<file path="src/rtl/seq_pkg.sv">
// seq_pkg
//   Definitions shared by the sequencer pattern-memory blocks (writer,
//   pattern RAM and readback engine).
//   - SEQ_WORDS / SEQ_ADDR_W : pattern memory depth and address width.
//   - seq_state_e            : readback engine state encoding.
package seq_pkg;

    localparam int SEQ_WORDS  = 64;
    localparam int SEQ_ADDR_W = 6;

    typedef enum logic [2:0] {
        IDLE  = 3'd0,
        FETCH = 3'd1,
        LOAD  = 3'd2,
        HI    = 3'd3,
        LO    = 3'd4,
        DONE  = 3'd5
    } seq_state_e;

endpackage

</file>
<file path="src/rtl/sync_edge.sv">
// sync_edge
//   Synchroniser chain for an asynchronous input, with a one-cycle pulse
//   on each rising edge of the synchronised level.
//   Ports:
//     clk    - system clock
//     rst    - asynchronous active-high reset
//     d_i    - asynchronous input
//     lvl_o  - synchronised level (STAGES flops after d_i)
//     rise_o - one-cycle pulse when lvl_o goes 0 -> 1
module sync_edge #(
    parameter int STAGES = 2
) (
    input  logic clk,
    input  logic rst,
    input  logic d_i,
    output logic lvl_o,
    output logic rise_o
);

    logic [STAGES-1:0] sync_q;
    logic              prev_q;

    always_ff @(posedge clk or posedge rst) begin
        if (rst) begin
            sync_q <= '0;
            prev_q <= 1'b0;
        end else begin
            sync_q <= {sync_q[STAGES-2:0], d_i};
            prev_q <= sync_q[STAGES-1];
        end
    end

    assign lvl_o  = sync_q[STAGES-1];
    assign rise_o = sync_q[STAGES-1] & ~prev_q;

endmodule

</file>
<file path="src/rtl/seq_rdback.sv">
// seq_rdback
//   Host readback engine for the sequencer pattern memory. Fetches 16-bit
//   words from the pattern RAM in ascending address order and presents them
//   to the host high byte first, one byte per host strobe.
//   Ports:
//     clk      - system clock (single domain)
//     rst      - asynchronous active-high reset
//     rd       - host session enable, asynchronous level
//     Stb      - host byte strobe, asynchronous; rising edge consumes a byte
//     mem_rd   - pattern RAM read enable, one-cycle pulse
//     mem_addr - pattern RAM read address
//     mem_data - RAM read data, valid one clk after the mem_rd cycle
//     dato_out - byte presented to the host
//     dato_oe  - dato_out valid / host bus driver enable
//     done     - all 2*WORDS bytes consumed
//     ovr      - sticky: strobe arrived while no byte was ready
//
//   state | meaning
//   ------+-----------------------------------------------------------
//   IDLE  | no session; outputs quiet, index at 0
//   FETCH | mem_rd pulse issued for the current word index
//   LOAD  | RAM data valid; captured into the word register
//   HI    | high byte presented, waiting for strobe
//   LO    | low byte presented, waiting for strobe
//   DONE  | every byte consumed; strobes ignored
module seq_rdback
    import seq_pkg::*;
#(
    parameter int WORDS       = SEQ_WORDS,
    parameter int ADDR_W      = SEQ_ADDR_W,
    parameter int SYNC_STAGES = 2
) (
    input  logic              clk,
    input  logic              rst,
    input  logic              rd,
    input  logic              Stb,
    output logic              mem_rd,
    output logic [ADDR_W-1:0] mem_addr,
    input  logic [15:0]       mem_data,
    output logic [7:0]        dato_out,
    output logic              dato_oe,
    output logic              done,
    output logic              ovr
);

    localparam logic [ADDR_W-1:0] LAST_IDX = ADDR_W'(WORDS - 1);

    logic rd_s;
    logic stb_p;
    logic rd_rise_unused;
    logic stb_lvl_unused;

    sync_edge #(.STAGES(SYNC_STAGES)) u_sync_rd (
        .clk    (clk),
        .rst    (rst),
        .d_i    (rd),
        .lvl_o  (rd_s),
        .rise_o (rd_rise_unused)
    );

    sync_edge #(.STAGES(SYNC_STAGES)) u_sync_stb (
        .clk    (clk),
        .rst    (rst),
        .d_i    (Stb),
        .lvl_o  (stb_lvl_unused),
        .rise_o (stb_p)
    );

    seq_state_e        state_q;
    logic [ADDR_W-1:0] idx_q;
    logic [ADDR_W-1:0] idx_d;
    logic [15:0]       word_q;
    logic              mem_rd_q;
    logic [ADDR_W-1:0] mem_addr_q;
    logic [7:0]        dato_out_q;
    logic              dato_oe_q;
    logic              done_q;
    logic              ovr_q;

    // Never wraps: DONE is taken at LAST_IDX before the increment is used.
    assign idx_d = idx_q + 1'b1;

    always_ff @(posedge clk or posedge rst) begin
        if (rst) begin
            state_q    <= IDLE;
            idx_q      <= '0;
            word_q     <= '0;
            mem_rd_q   <= 1'b0;
            mem_addr_q <= '0;
            dato_out_q <= 8'h00;
            dato_oe_q  <= 1'b0;
            done_q     <= 1'b0;
            ovr_q      <= 1'b0;
        end else if (!rd_s) begin
            // Session closed from any state: back to a clean IDLE.
            state_q    <= IDLE;
            idx_q      <= '0;
            mem_rd_q   <= 1'b0;
            mem_addr_q <= '0;
            dato_out_q <= 8'h00;
            dato_oe_q  <= 1'b0;
            done_q     <= 1'b0;
            ovr_q      <= 1'b0;
        end else begin
            case (state_q)
                IDLE: begin
                    state_q    <= FETCH;
                    idx_q      <= '0;
                    mem_rd_q   <= 1'b1;
                    mem_addr_q <= '0;
                end
                FETCH: begin
                    state_q  <= LOAD;
                    mem_rd_q <= 1'b0;
                    if (stb_p) ovr_q <= 1'b1;
                end
                LOAD: begin
                    // RAM data is valid this cycle; present the high byte
                    // straight from it so HI shows it on entry.
                    state_q    <= HI;
                    word_q     <= mem_data;
                    dato_out_q <= mem_data[15:8];
                    dato_oe_q  <= 1'b1;
                    if (stb_p) ovr_q <= 1'b1;
                end
                HI: begin
                    if (stb_p) begin
                        state_q    <= LO;
                        dato_out_q <= word_q[7:0];
                    end
                end
                LO: begin
                    if (stb_p) begin
                        dato_oe_q  <= 1'b0;
                        dato_out_q <= 8'h00;
                        if (idx_q == LAST_IDX) begin
                            state_q <= DONE;
                            done_q  <= 1'b1;
                        end else begin
                            state_q    <= FETCH;
                            idx_q      <= idx_d;
                            mem_rd_q   <= 1'b1;
                            mem_addr_q <= idx_d;
                        end
                    end
                end
                DONE: begin
                    dato_oe_q  <= 1'b0;
                    dato_out_q <= 8'h00;
                    done_q     <= 1'b1;
                end
                default: begin
                    state_q <= IDLE;
                end
            endcase
        end
    end

    assign mem_rd   = mem_rd_q;
    assign mem_addr = mem_addr_q;
    assign dato_out = dato_out_q;
    assign dato_oe  = dato_oe_q;
    assign done     = done_q;
    assign ovr      = ovr_q;

endmodule

</file>
<file path="config.mk">
export PLATFORM = sky130hd
export DESIGN_NAME = seq_rdback
export DESIGN_NICKNAME = d
export VERILOG_FILES = /design/src/rtl/seq_pkg.sv /design/src/rtl/sync_edge.sv /design/src/rtl/seq_rdback.sv
export SDC_FILE = /design/constraint.sdc
export NUM_CORES = 1
export LEC_CHECK = 0
export CORE_ASPECT_RATIO = 0.7
export CORE_MARGIN = 3
export CORE_UTILIZATION = 30
export DETAILED_ROUTE_END_ITERATION = 8
export GPL_TIMING_DRIVEN = 0
export SLEW_MARGIN = 5
export SYNTH_ARGS = -nofsm -noshare
export SYNTH_HDL_FRONTEND = slang
export SYNTH_HIERARCHICAL = 1
export SYNTH_SLANG_ARGS = --single-unit
</file>
<file path="constraint.sdc">
create_clock -name clk -period 1.49 [get_ports clk]
set_clock_uncertainty 0.15 [all_clocks]
set_input_delay 0.298 -clock clk [delete_from_list [all_inputs] [get_ports clk]]
set_output_delay 0.298 -clock clk [all_outputs]
set_load 0.02 [all_outputs]
</file>
==> metrics, run 1 <==
# diodes=0; Boundary Pins=38; Critical Path Source Type=flop; DIE AREA=6500 sq um; first-pass GRT wire length=6910 um; root buffer cell=clkbuf_8; critical path depth=5; max-slew violations=0; CP Max Fanout=8; Cell Chain, Critical Path=buf_6 -> nand2b_4 -> nor2_4 -> buf_12 -> mux2_4; Relative slew margins=0.569; antenna-violating nets left=0; Vias/cell=5.00; CTS tree=done; core area=5310 sq um; final net count=236; initial antenna violation count=0; status=finished with violations; Mean Syn Cell Area=around 11 sq um; Reg clk slew, reported paths=~70 ps; Setup WS pre-CTS=-476 ps; synthesis-to-finish area growth=59.3%; crit path kind=reg2reg; Worst-Margin Slew=645 ps; final setup fails=8; RSZ-0062 raised after global routing=yes; R2R depth=5; Placer Congestion=0.760; Die Span Y=68.4 um; number of global-route vias before repair=1375; Cells after Synth=149; Placed Instance Area=2140 sq um; worst min path class=in2async; Max VDD drop=about 0.36 mV; Tmin final=approximately 1500 ps; Final Non-Filler Cells=288; initial DRC count=136; Final Cycle Share=1.01; Die Width=95.1 um; drt wl/cell=14.7 um; pin count of the biggest net entering global routing=30; Design Area, Final=2660 sq um; # DRC=0; mapped cell area=1670 sq um; Filler cells=466; YS warnings=6; Crit path buffers/inverters=2; syn nets=170; Final Hold Fails=0; failing checks=negative setup slack; H-tree levels=2; Worst path top cell family by delay=flip-flops; Core Rows=22; Crit path largest cell delay=380 ps; Hold Slack=approximately 110 ps; Worst setup EP type=flop; placed insts=258; total number of vias=1439; Overflow after GRT=0; maxcap violations=0; P per Cell Area=951 nW/um^2; Worst EP required=1510 ps; final core occ=0.500; DP HPWL=2730 um; Leak=1.14 nW; layout cell share with drive strength beyond 1=0.431; Post-Route WL=4240 um; Clock Latency Late Sink=about 290 ps; CTS Sinks=34; cts hold-fix bufs=0; Initial Util=0.314; R2R Setup Slk=-10 ps; CTS Buffer Depth=2; f_max=666 MHz; crit path DAT=roughly 1500 ps; TritonRoute pass-1 iters=4; number of port buffers=37; gr usage total=0.142; fin worst setup slack=-10.6 ps; Worst path slowest cell=dfrtp_1; Inserted Clock Buffers=5
-- layout by cell type, fill, tap and decap left out, types with 2 or more instances in the layout --
master / instances
a21oi_1: 12
a21oi_2: 7
a32o_1: 8
and2_4: 4
and4_1: 2
buf_12: 3
buf_4: 21
buf_6: 2
buf_8: 2
clkbuf_2: 2
clkbuf_8: 8
clkdlybuf4s15_1: 6
clkdlybuf4s50_1: 19
dfrtp_1: 27
dfrtp_2: 7
dlygate4sd2_1: 10
inv_1: 4
mux2_4: 8
nand2_1: 7
nand2b_1: 2
nand2b_4: 3
nand3_1: 2
nand4_1: 3
nor2_1: 4
nor2_4: 2
nor2b_1: 3
o21a_1: 2
o21ai_0: 6
o21ai_2: 2
o2bb2ai_2: 8
xor2_4: 2
-- layout make-up --
class / instances / area [sq um] / area share
buffer: 6 / 65.1 / 0.0245
clock buffer: 8 / 110 / 0.0415
inverter: 5 / 22.5 / 0.00848
multi-input combinational: 103 / 945 / 0.356
sequential: 34 / 860 / 0.324
tap: 72 / 90.1 / 0.0339
timing repair buffer: 60 / 564 / 0.212
-- flip-flops by register name, indices dropped and copies added (netlist names) --
| name | count |
|---|---|
| dato_oe | 1 |
| mem_addr | 6 |
| u_sync_stb/prev_q | 1 |
| u_sync_rd/sync_q | 2 |
| u_sync_stb/sync_q | 2 |
| done | 1 |
| word_q | 8 |
| ovr | 1 |
| dato_out | 8 |
| mem_rd | 1 |
| state_q | 3 |
-- routing by layer --
| layer | routed length (um) | GRT usage | up-vias |
|---|---|---|---|
| met4 | 70 | 0.0683 | 0 |
| met2 | 1820 | 0.191 | 40 |
| li1 | - | - | 690 |
| met3 | 262 | 0.0396 | 9 |
| met1 | 2090 | 0.206 | 700 |
| met5 | 0 | 0 | - |
-- stage by stage --
step                TNS [ps]  power (mW)
detailed placement    -13540        1.58
CTS                     -107        2.42
floorplan              -5.46        1.40
global placement      -14270        1.57
finish                 -34.2        2.53
global route            -831        2.64
-- worst paths after layout --
path / startpoint / endpoint
worst max-delay path: state_q[2]$_DFFE_PP0P_ / word_q[7]$_DFFE_PP0P_
worst min-delay path: rst / u_sync_rd/sync_q[0]$_DFF_PP0_
worst max register to register: state_q[2]$_DFFE_PP0P_ / word_q[7]$_DFFE_PP0P_
worst min register to register: u_sync_stb/sync_q[0]$_DFF_PP0_ / u_sync_stb/sync_q[1]$_DFF_PP0_
max in group asynchronous: rst / mem_addr[4]$_DFFE_PP0P_
min in group clk: u_sync_stb/sync_q[0]$_DFF_PP0_ / u_sync_stb/sync_q[1]$_DFF_PP0_
-- report_power, final --
part | internal [mW] | leakage [nW] | total (mW) | switching [mW]
registers | 1.04 | 0.429 | 1.12 | 0.0825
logic | 0.349 | 0.649 | 0.621 | 0.273
clock network | 0.466 | 0.0575 | 0.786 | 0.320
total | 1.85 | 1.14 | 2.53 | 0.675
-- repair_timing --
item,4_1_cts,5_1_grt
pin swaps,3,11
endpoints found under the setup margin,68,28
gates resized for setup,43,40
hold endpoints to repair,0,0
buffers inserted,15,8
gates cloned,0,1
Power figures use the tool's default switching activity.
==> inputs of run 2 (changes only) <==
--- a/config.mk
+++ b/config.mk
@@ -5,6 +5,7 @@
 export SDC_FILE = /design/constraint.sdc
 export NUM_CORES = 1
 export LEC_CHECK = 0
+export ABC_AREA = 1
 export CORE_ASPECT_RATIO = 0.7
 export CORE_MARGIN = 3
 export CORE_UTILIZATION = 30
==> run 2 against run 1 <==
- the flow still finishes with violations (negative setup slack)
- total power increased by 35%
- combinational power increased by 90%
- setup slack improved by 1.7 ps
- largest cell class unchanged
- routed wire length decreased by 5.9%
- count of clock-buffer cells in the layout decreased by 2
- sequential share of layout area increased by 1.7 points
- final cell count increased by 11%
==> metrics, run 2 <==
status=finished with violations; failing checks=negative setup slack; H-tree levels=2 (unchanged); Design Area, Final=2530 sq um (-4.8%); Tmin final=1500 ps (-1.74 ps); Relative slew margins=0.573 (+0.00388); final setup fails=1 (-7); pin count of the biggest net entering global routing=30 (unchanged); maxcap violations=0 (unchanged); CTS tree=done; number of port buffers=37 (unchanged); # diodes=0 (unchanged); cts hold-fix bufs=0 (unchanged); CTS Sinks=34 (unchanged); synthesis-to-finish area growth=54.7%; Placed Instance Area=2090 sq um (-2.3%); number of global-route vias before repair=1241 (-9.7%); commonest non-fill, non-tap cell in the layout=nand2_1; Worst EP required=1540 ps (+30 ps); Worst setup EP type=flop; worst min path class=in2async; DIE AREA=6390 sq um (-1.8%); Mean Syn Cell Area=8.47 sq um (-24%); Hold Slack=116 ps (+3.03 ps); final net count=272 (+15%); CTS Buffer Depth=2 (unchanged); Inserted Clock Buffers=5 (unchanged); Cells after Synth=193 (+30%); Final Hold Fails=0 (unchanged); core area=5020 sq um (-5.5%); total number of vias=1443 (+0.28%); area of the multi-input gates=913 sq um (-3.3%); Filler cells=469 (+0.64%); DP HPWL=2710 um (-0.96%); Critical Path Source Type=flop; fin worst setup slack=-8.86 ps (+1.74 ps); Placer Congestion=0.849 (+12%); Core Rows=21 (-4.5%); Pwr Total=3.40 mW (+35%); Cell Chain, Critical Path=inv_2 -> nand2_4 -> inv_2 -> nand2_4 -> buf_6 -> clkinv_8 -> nand2_4 -> nand2_2 -> nand2_2 -> o21ai_2; Final Cycle Share=1.01 (-0.00116); Final Non-Filler Cells=320 (+11%); # DRC=0 (unchanged); Max VDD drop=0.643 mV (+78%); Crit path largest cell delay=450 ps (+70 ps); antenna-violating nets left=0 (unchanged); Leak=1.25 nW (+10%); Overflow after GRT=0 (unchanged); initial antenna violation count=0 (unchanged); sequential cell area=862 sq um (+0.29%); final core occ=0.504 (+0.00411); CP Max Fanout=8 (unchanged); Initial Util=0.326 (+0.0119); Boundary Pins=38 (unchanged); Die Span Y=67.8 um (-0.90%); Worst-Margin Slew=639 ps (-5.81 ps); critical path's most frequent cell=nand2_4; f_max=667 MHz (+0.12%); mapped cell area=1640 sq um (-2.0%); placed insts=299 (+16%); R2R Setup Slk=-9 ps (about the same); max-slew violations=0 (unchanged); layout cell share with drive strength beyond 1=0.406 (-0.0242); Post-Route WL=3990 um (-5.9%); TritonRoute pass-1 iters=6 (+2); first-pass GRT wire length=6060 um (-12%); crit path kind=reg2reg; YS warnings=6 (unchanged); crit path DAT=1550 ps (+30 ps); syn nets=214 (+26%); initial DRC count=79 (-42%); Clock Latency Late Sink=280 ps (about the same); leading cell types in the layout, fill and taps excluded=nand2_1, dfrtp_1, nand2_2; Vias/cell=4.51 (-9.7%); P per Cell Area=1350 nW/um^2 (+41%); gr usage total=0.123 (-0.0185); Reg clk slew, reported paths=70 ps (about the same); Die Width=94.2 um (-0.92%); root buffer cell=clkbuf_8; Worst path slowest cell=dfrtp_2; drt wl/cell=12.5 um (-15%); RSZ-0062 raised after global routing=yes
run 2: cell type report:
| cell class | instances | area share |
|---|---|---|
| well taps | 69 | 0.0341 |
| inverters | 16 | 0.0312 |
| repair buffers | 50 | 0.178 |
| plain buffers | 3 | 0.0109 |
| flip-flops and latches | 34 | 0.341 |
| multi-input cells | 141 | 0.361 |
| clock inverters | 1 | 0.0119 |
| clock buffers | 6 | 0.0326 |
run 2: final timing paths:
| path | startpoint | end | cells after the start |
|---|---|---|---|
| min in group clk | u_sync_stb/sync_q[0]$_DFF_PP0_ | u_sync_stb/sync_q[1]$_DFF_PP0_ | 0 |
| worst min register to register | u_sync_stb/sync_q[0]$_DFF_PP0_ | u_sync_stb/sync_q[1]$_DFF_PP0_ | 0 |
| worst max-delay path | state_q[2]$_DFFE_PP0P_ | dato_out[5]$_DFFE_PP0P_ | 10 |
| worst min-delay path | rst | u_sync_rd/sync_q[0]$_DFF_PP0_ | 2 |
| worst max register to register | state_q[2]$_DFFE_PP0P_ | dato_out[5]$_DFFE_PP0P_ | 10 |
| max in group asynchronous | rst | mem_addr[1]$_DFFE_PP0P_ | 2 |
run 2: metal layers:
| metal | track usage | up-vias | share of wire |
|---|---|---|---|
| li1 | - | 735 | - |
| met4 | 0.0270 | 0 | 0.0015 |
| met3 | 0.0379 | 2 | 0.068 |
| met2 | 0.164 | 38 | 0.44 |
| met5 | 0 | - | 0 |
| met1 | 0.191 | 668 | 0.49 |
run 2: worst max-delay path, delay by kind of cell, from the launching register on:
family	cells	cell delay [ps]
AO/OA/AOI/OAI	1	150
flip-flops	1	450
buffers and inverters	4	380
AND/OR/NAND/NOR	5	270
run 2: timing repair:
item	in CTS	in global routing
setup endpoints to repair	70	34
pin swaps	4	25
resized for setup	34	71
cloned	1	2
buffers inserted	4	7
hold endpoints to repair	0	0
run 2: metrics by stage:
stage / setup slack (ps) / setup TNS (ps)
2_1_floorplan: 33.9 / 0
5_1_grt: -56.0 / -550
6_report: -8.86 / -8.86
3_5_place_dp: -505 / -12470
4_1_cts: -10.2 / -19.6
3_3_place_gp: -458 / -11350
run 2: power by group:
group / total, mW / switching, mW / internal, mW
sequential: 1.38 / 0.221 / 1.16
clock: 0.842 / 0.307 / 0.535
combinational: 1.18 / 0.645 / 0.539
total: 3.40 / 1.17 / 2.23
